<file path="src/rtl/neuron_step_ctrl_if.sv">
// Signal bundle between the neuron step sequencer, the time-step scheduler
// and the neuron datapath (integrator plus membrane register).
interface neuron_step_ctrl_if #(
    parameter int W = 21
);
    // Handshake: step_req, step_ack, int_start, v_next_valid and spike are
    // single-cycle pulses with no backpressure; a pulse is consumed on the
    // rising clk edge where it is high, and a step_req that finds the
    // sequencer busy is dropped and recorded in the sticky overrun flag.
    logic                step_req;
    logic                step_ack;
    logic                busy;
    logic                int_start;
    logic                v_next_valid;
    logic signed [W-1:0] v_next;
    logic signed [W-1:0] v_q;
    logic signed [W-1:0] v_d;
    logic                v_set;
    logic                spike;
    logic                refrac;
    logic                overrun;
    logic [2:0]          dbg_state;
    logic [3:0]          dbg_sub_cnt;

    modport master (
        input  step_req, v_next_valid, v_next, v_q,
        output step_ack, busy, int_start, v_d, v_set, spike, refrac, overrun,
        output dbg_state, dbg_sub_cnt
    );

    modport slave (
        output step_req, v_next_valid, v_next, v_q,
        input  step_ack, busy, int_start, v_d, v_set, spike, refrac, overrun,
        input  dbg_state, dbg_sub_cnt
    );
endinterface

</file>
<file path="src/rtl/neuron_step_ctrl.sv">
// Per-time-step sequencer for one neuron's membrane potential: integrator
// launches, result steering, threshold/spike detection and refractory hold.
module neuron_step_ctrl #(
    parameter int                  W            = 21,
    parameter logic signed [W-1:0] V_TH         = 21'sd15360,
    parameter int                  SUBSTEPS     = 2,
    parameter int                  REFRAC_STEPS = 3
) (
    input  logic                  clk,
    input  logic                  rst,
    neuron_step_ctrl_if.master    bus_io
);

    typedef enum logic [2:0] {
        IDLE  = 3'd0,
        CALC  = 3'd1,
        WAIT  = 3'd2,
        CHECK = 3'd3,
        FIRE  = 3'd4,
        REFR  = 3'd5
    } state_e;

    localparam logic [3:0] SUB_LAST   = 4'(SUBSTEPS - 1);
    localparam logic [3:0] REFR_START = 4'(REFRAC_STEPS);

    state_e     state_q, state_d;
    logic [3:0] sub_cnt_q, sub_cnt_d;
    logic [3:0] refr_cnt_q, refr_cnt_d;
    logic       step_ack_q, step_ack_d;
    logic       int_start_q, int_start_d;
    logic       spike_q, spike_d;
    logic       overrun_q, overrun_d;
    logic       at_threshold;

    assign at_threshold = (bus_io.v_q >= V_TH);

    always_ff @(posedge clk or posedge rst) begin
        if (rst) begin
            state_q     <= IDLE;
            sub_cnt_q   <= 4'd0;
            refr_cnt_q  <= 4'd0;
            step_ack_q  <= 1'b0;
            int_start_q <= 1'b0;
            spike_q     <= 1'b0;
            overrun_q   <= 1'b0;
        end else begin
            state_q     <= state_d;
            sub_cnt_q   <= sub_cnt_d;
            refr_cnt_q  <= refr_cnt_d;
            step_ack_q  <= step_ack_d;
            int_start_q <= int_start_d;
            spike_q     <= spike_d;
            overrun_q   <= overrun_d;
        end
    end

    always_comb begin
        state_d    = state_q;
        sub_cnt_d  = sub_cnt_q;
        refr_cnt_d = refr_cnt_q;
        overrun_d  = overrun_q | (bus_io.step_req && (state_q != IDLE));

        case (state_q)
            IDLE: begin
                if (bus_io.step_req) begin
                    if (refr_cnt_q == 4'd0) begin
                        state_d   = CALC;
                        sub_cnt_d = 4'd0;
                    end else begin
                        state_d = REFR;
                    end
                end
            end
            CALC: state_d = WAIT;
            WAIT: begin
                if (bus_io.v_next_valid) begin
                    if (sub_cnt_q == SUB_LAST) begin
                        state_d = CHECK;
                    end else begin
                        sub_cnt_d = sub_cnt_q + 4'd1;
                        state_d   = CALC;
                    end
                end
            end
            CHECK: state_d = at_threshold ? FIRE : IDLE;
            FIRE: begin
                refr_cnt_d = REFR_START;
                state_d    = IDLE;
            end
            // Entered only with refr_cnt_q > 0, so the decrement cannot wrap.
            REFR: begin
                refr_cnt_d = refr_cnt_q - 4'd1;
                state_d    = IDLE;
            end
            default: state_d = IDLE;
        endcase

        // Pulses are registered from the next state so each lines up with
        // the state it belongs to; the no-fire ack lands on the return to IDLE.
        int_start_d = (state_d == CALC);
        spike_d     = (state_d == FIRE);
        step_ack_d  = ((state_q == CHECK) && (state_d == IDLE)) ||
                      (state_d == FIRE) || (state_d == REFR);
    end

    assign bus_io.v_d = ((state_q == WAIT) && bus_io.v_next_valid) ? bus_io.v_next
                                                                   : bus_io.v_q;
    // Reset doubles as a membrane clear: the register loads the reset
    // potential on every edge while rst is held.
    assign bus_io.v_set       = rst || (state_q == FIRE) || (state_q == REFR);
    assign bus_io.busy        = (state_q != IDLE);
    assign bus_io.step_ack    = step_ack_q;
    assign bus_io.int_start   = int_start_q;
    assign bus_io.spike       = spike_q;
    assign bus_io.overrun     = overrun_q;
    assign bus_io.refrac      = (refr_cnt_q != 4'd0);
    assign bus_io.dbg_state   = state_q;
    assign bus_io.dbg_sub_cnt = sub_cnt_q;

endmodule

</file>
<file path="src/flat_wrapper.sv">
// flat-port wrapper written by rule: the top's interface ports become plain ports
module neuron_step_ctrl_flat 
#(
    parameter int                  W            = 21,
    parameter logic signed [W-1:0] V_TH         = 21'sd15360,
    parameter int                  SUBSTEPS     = 2,
    parameter int                  REFRAC_STEPS = 3
)
  (clk, rst, bus_io_step_req, bus_io_v_next_valid, bus_io_v_next, bus_io_v_q, bus_io_step_ack, bus_io_busy, bus_io_int_start, bus_io_v_d, bus_io_v_set, bus_io_spike, bus_io_refrac, bus_io_overrun, bus_io_dbg_state, bus_io_dbg_sub_cnt);
  neuron_step_ctrl_if #(.W(W)) bus_io_i ();
  input  logic clk;
  input  logic rst;
  input wire logic [$bits(bus_io_i.step_req)-1:0] bus_io_step_req;
  input wire logic [$bits(bus_io_i.v_next_valid)-1:0] bus_io_v_next_valid;
  input wire logic [$bits(bus_io_i.v_next)-1:0] bus_io_v_next;
  input wire logic [$bits(bus_io_i.v_q)-1:0] bus_io_v_q;
  output wire logic [$bits(bus_io_i.step_ack)-1:0] bus_io_step_ack;
  output wire logic [$bits(bus_io_i.busy)-1:0] bus_io_busy;
  output wire logic [$bits(bus_io_i.int_start)-1:0] bus_io_int_start;
  output wire logic [$bits(bus_io_i.v_d)-1:0] bus_io_v_d;
  output wire logic [$bits(bus_io_i.v_set)-1:0] bus_io_v_set;
  output wire logic [$bits(bus_io_i.spike)-1:0] bus_io_spike;
  output wire logic [$bits(bus_io_i.refrac)-1:0] bus_io_refrac;
  output wire logic [$bits(bus_io_i.overrun)-1:0] bus_io_overrun;
  output wire logic [$bits(bus_io_i.dbg_state)-1:0] bus_io_dbg_state;
  output wire logic [$bits(bus_io_i.dbg_sub_cnt)-1:0] bus_io_dbg_sub_cnt;
  assign bus_io_i.step_req = bus_io_step_req;
  assign bus_io_i.v_next_valid = bus_io_v_next_valid;
  assign bus_io_i.v_next = bus_io_v_next;
  assign bus_io_i.v_q = bus_io_v_q;
  assign bus_io_step_ack = bus_io_i.step_ack;
  assign bus_io_busy = bus_io_i.busy;
  assign bus_io_int_start = bus_io_i.int_start;
  assign bus_io_v_d = bus_io_i.v_d;
  assign bus_io_v_set = bus_io_i.v_set;
  assign bus_io_spike = bus_io_i.spike;
  assign bus_io_refrac = bus_io_i.refrac;
  assign bus_io_overrun = bus_io_i.overrun;
  assign bus_io_dbg_state = bus_io_i.dbg_state;
  assign bus_io_dbg_sub_cnt = bus_io_i.dbg_sub_cnt;
  neuron_step_ctrl #(.W(W), .V_TH(V_TH), .SUBSTEPS(SUBSTEPS), .REFRAC_STEPS(REFRAC_STEPS)) u_core (.clk(clk), .rst(rst), .bus_io(bus_io_i));
endmodule
</file>
<file path="config.mk">
export PLATFORM = sky130hd
export DESIGN_NAME = neuron_step_ctrl_flat
export DESIGN_NICKNAME = d
export VERILOG_FILES = /design/src/rtl/neuron_step_ctrl_if.sv /design/src/rtl/neuron_step_ctrl.sv /design/src/flat_wrapper.sv
export SDC_FILE = /design/constraint.sdc
export NUM_CORES = 1
export LEC_CHECK = 0
export CORE_MARGIN = 10
export CORE_UTILIZATION = 60
export DETAILED_ROUTE_END_ITERATION = 6
export DONT_BUFFER_PORTS = 1
export PLACE_DENSITY = 0.76
export SLEW_MARGIN = 15
export SYNTH_ARGS = -nofsm -noshare
export SYNTH_HDL_FRONTEND = slang
export SYNTH_SLANG_ARGS = --single-unit
</file>
<file path="constraint.sdc">
create_clock -name clk -period 3.5 [get_ports clk]
set_clock_uncertainty 0.05 [all_clocks]
set_input_delay 1.05 -clock clk [delete_from_list [all_inputs] [get_ports clk]]
set_output_delay 1.05 -clock clk [all_outputs]
set_load 0.01 [all_outputs]
</file>
==> flow_summary_export.csv <==
group,metric,value,unit
timing,rsz0062_at_grt,"false",
pwr,switching_share,0.460,
die,die_w,61.7,um
drt,vias,910,
clock_network,post_cts_buffers,0,
finish,nets,186,
drt,viasPerCell,5.95,
pwr,power_frac_seq,0.453,
clock_network,clk_latency,0.29,ns
finish,final_util,0.633,
placed_design,dp_cells,149,
global_route,grt_max_degree,25,
clock_network,cts-root-buf,"clkbuf_4",
clock_network,hold_buffers,0,
drt,route.detailed.drc,0,
finish,finalNonFillerCells,153,
drt,wirelength,2900,um
synthesis,synth_nets,187,
timing,period_share,0.841,
finish,antennaDiodeCount,0,
worst_hold_path,hp-start,"u_core.bus_io.overrun",
critical_path,r2r-start,"u_core.bus_io.dbg_state[0]",
pwr,p_int,0.000410,W
pwr,irDropWorstVdd,0.253,mV
global_route,grt.total_usage,0.148,
pwr,pwr-share-clk,0.133,
synthesis,yosys_warnings,0,
die,die_y,61.7,um
timing,tightest_slew,0.497,ns
timing,fin_crit,2.94,ns
synthesis,synth-seq-area-share,0.360,
timing,finalMaxSlewViolations,0,
drt,initialDrtViolationCount,34,
synthesis,syn-cell-area,1040,um^2
synthesis,yosys_register_bits,15,
pwr,power_density,710,nW/um^2
finish,areaGrowthSynthToFinish,2.40,%
critical_path,crit_start,"bus_io_v_next_valid",
critical_path,critPathMaxFanout,24,
synthesis,syn_avg_cell_area,7.56,um^2
die,start_util,0.618,
clock_network,post_cts_resized,0,
synthesis,synth_cells,138,
die,row_count,15,
die,core_area,1690,um^2
drt,ant_nets,0,
timing,hold_slack,0.491,ns
clock_network,cts.sink_count,15,
timing,setup-tns-final,0,ns
clock_network,cts_buffers,3,
clock_network,clk_path_buf_depth,2,
timing,setup_viol,0,
critical_path,required,2.40,ns
global_route,antenna_found_initial,0,
finish,layout-drive-gt1-share,0.0882,
timing,fmax,340,MHz
critical_path,crit_path_end_kind,"output pin",
die,io_pins,81,
clock_network,htree_levels,1,
critical_path,crit_path_start_kind,"input port",
global_route,grt_pass1_vias,928,
critical_path,cp.arrival,1.84,ns
die,dieArea,3810,um^2
timing,maxSlewHeadroom,0.668,
pwr,p_leak,0.553,nW
clock_network,cts_tree,"yes",
pwr,power.switching,0.000349,W
synthesis,synth_cell_types,30,
global_route,grt_pass1_wl,4280,um
placed_design,port_buffers,0,
critical_path,critPathKind,"in2out",
clock_network,clkTransAtPathRegs,0.09,ns
timing,hold_viol,0,
drt,dr.pass1.iters,5,
placed_design,detailed_place_hpwl,2330,um
placed_design,place.gp.congestion,0.737,
drt,wl_per_cell,19.0,um
global_route,grt_overflow_total,0,
pwr,p_comb_frac,0.414,
worst_hold_path,hp-class,"reg2reg",
outcome,status,"finished clean",
job,maxCapViolCount,0,
per-layer routing:
layer	GRT usage	routed length, um	vias up
li1	-	-	444
met1	0.161	1130	409
met2	0.242	1400	55
met3	0.0630	354	2
met4	0.0764	16	0
met5	0	0	-
critical path, stage by stage:
cell and delay [ns]:
and4bb_2 0.55, nand2_1 0.11, nand2_1 0.13
layout make-up:
type                       instances  area, um^2
timing repair buffer               1        7.51
multi-input combinational        111         618
fill                             144         621
inverter                           5        18.8
clock buffer                       3        22.5
sequential                        15         375
clock inverter                     1        5.00
tap                               17        21.3
flip-flops by register name, summed over array words and instances (netlist names):
name and flops:
u_core.bus_io.dbg_sub_cnt 4, u_core.bus_io.step_ack 1, u_core.refr_cnt_q 4, u_core.bus_io.overrun 1, u_core.bus_io.dbg_state 3, u_core.bus_io.spike 1, u_core.bus_io.int_start 1
per-stage QoR:
step,setup slack (ns),power [W],instance area [um^2]
5_1_grt,0.448,0.000835,1070
6_report,0.556,0.000759,1070
3_3_place_gp,0.595,0.000652,1040
2_1_floorplan,0.660,0.000602,1040
3_5_place_dp,0.543,0.000667,1040
4_1_cts,0.543,0.000769,1070
cell usage after synthesis (all sizes together):
| library cell | count | area, um^2 |
|---|---|---|
| nand2 | 70 | 263 |
| nand3b | 2 | 15.0 |
| or4b | 1 | 13.8 |
| o22ai | 1 | 6.26 |
| buf | 4 | 20.0 |
| a21o | 1 | 7.51 |
| nand3 | 2 | 10.0 |
| nand4bb | 1 | 27.5 |
| inv | 5 | 18.8 |
| nand2b | 3 | 18.8 |
| o2bb2ai | 1 | 27.5 |
| a22o | 2 | 17.5 |
| o21ai | 2 | 10.0 |
| nor3 | 1 | 5.00 |
| a211o | 1 | 8.76 |
| mux2 | 2 | 22.5 |
| ha | 3 | 37.5 |
| nor4 | 1 | 6.26 |
| mux2i | 3 | 30.0 |
| and4bb | 1 | 12.5 |
| or3b | 2 | 17.5 |
| a21oi | 3 | 15.0 |
| or3 | 2 | 12.5 |
| dfrtp | 15 | 375 |
| a311oi | 1 | 8.76 |
| clkbuf | 3 | 11.3 |
| nand4 | 1 | 6.26 |
| nor2 | 3 | 11.3 |
| nor3b | 1 | 7.51 |
power groups by stage:
stage	Combinational, W	Sequential, W	Clock [W]
final	0.000314	0.000344	0.000101
after global routing	0.000360	0.000360	0.000114
after CTS	0.000318	0.000347	0.000103
after detailed placement	0.000316	0.000351	0
after global placement	0.000307	0.000344	0
after floorplan	0.000289	0.000314	0
kinds of logic after synthesis:
kind of cell,Yosys count,synth area share
AOI/OAI and AO/OA,12,0.0971
adders and majority gates,3,0.0360
and+or+nand+nor,91,0.409
buffers and inverters,12,0.0480
DFF,15,0.360
muxes,5,0.0504
path summary, 6_finish.rpt:
check                                               end  cells after the start  slack [ns]
min in group asynchronous    u_core.bus_io.dbg_state[0]                      2        0.63
hold reg to reg                   u_core.bus_io.overrun                      1        0.49
max in group asynchronous          u_core.refr_cnt_q[3]                      2        2.60
setup / recovery                          bus_io_v_d[1]                      3        0.56
setup reg to reg           u_core.bus_io.dbg_sub_cnt[2]                      3        1.78
hold / removal                    u_core.bus_io.overrun                      1        0.49
cell usage in the layout, fill, tap and decap left out:
master and instances:
a21oi_1 3, or3b_2 1, nand4bb_4 1, o22ai_1 1, dfrtp_1 15, nor3b_1 1, a211o_1 1, mux2i_1 3
inv_1 5, mux2_2 2, nand3_1 2, and4bb_2 1, o21ai_0 2, clkbuf_4 3, or3_1 2, clkinv_2 1
o2bb2ai_4 1, nor4_1 1, a22o_1 2, nand3b_1 2, nor2_1 3, nand4_1 1, nand2b_1 3, or3b_1 1
a311oi_1 1, a21o_1 1, nand2_1 70, nor3_1 1, ha_1 3, or4b_4 1, buf_4 1
No activity file was read; power rests on OpenSTA's default activity.
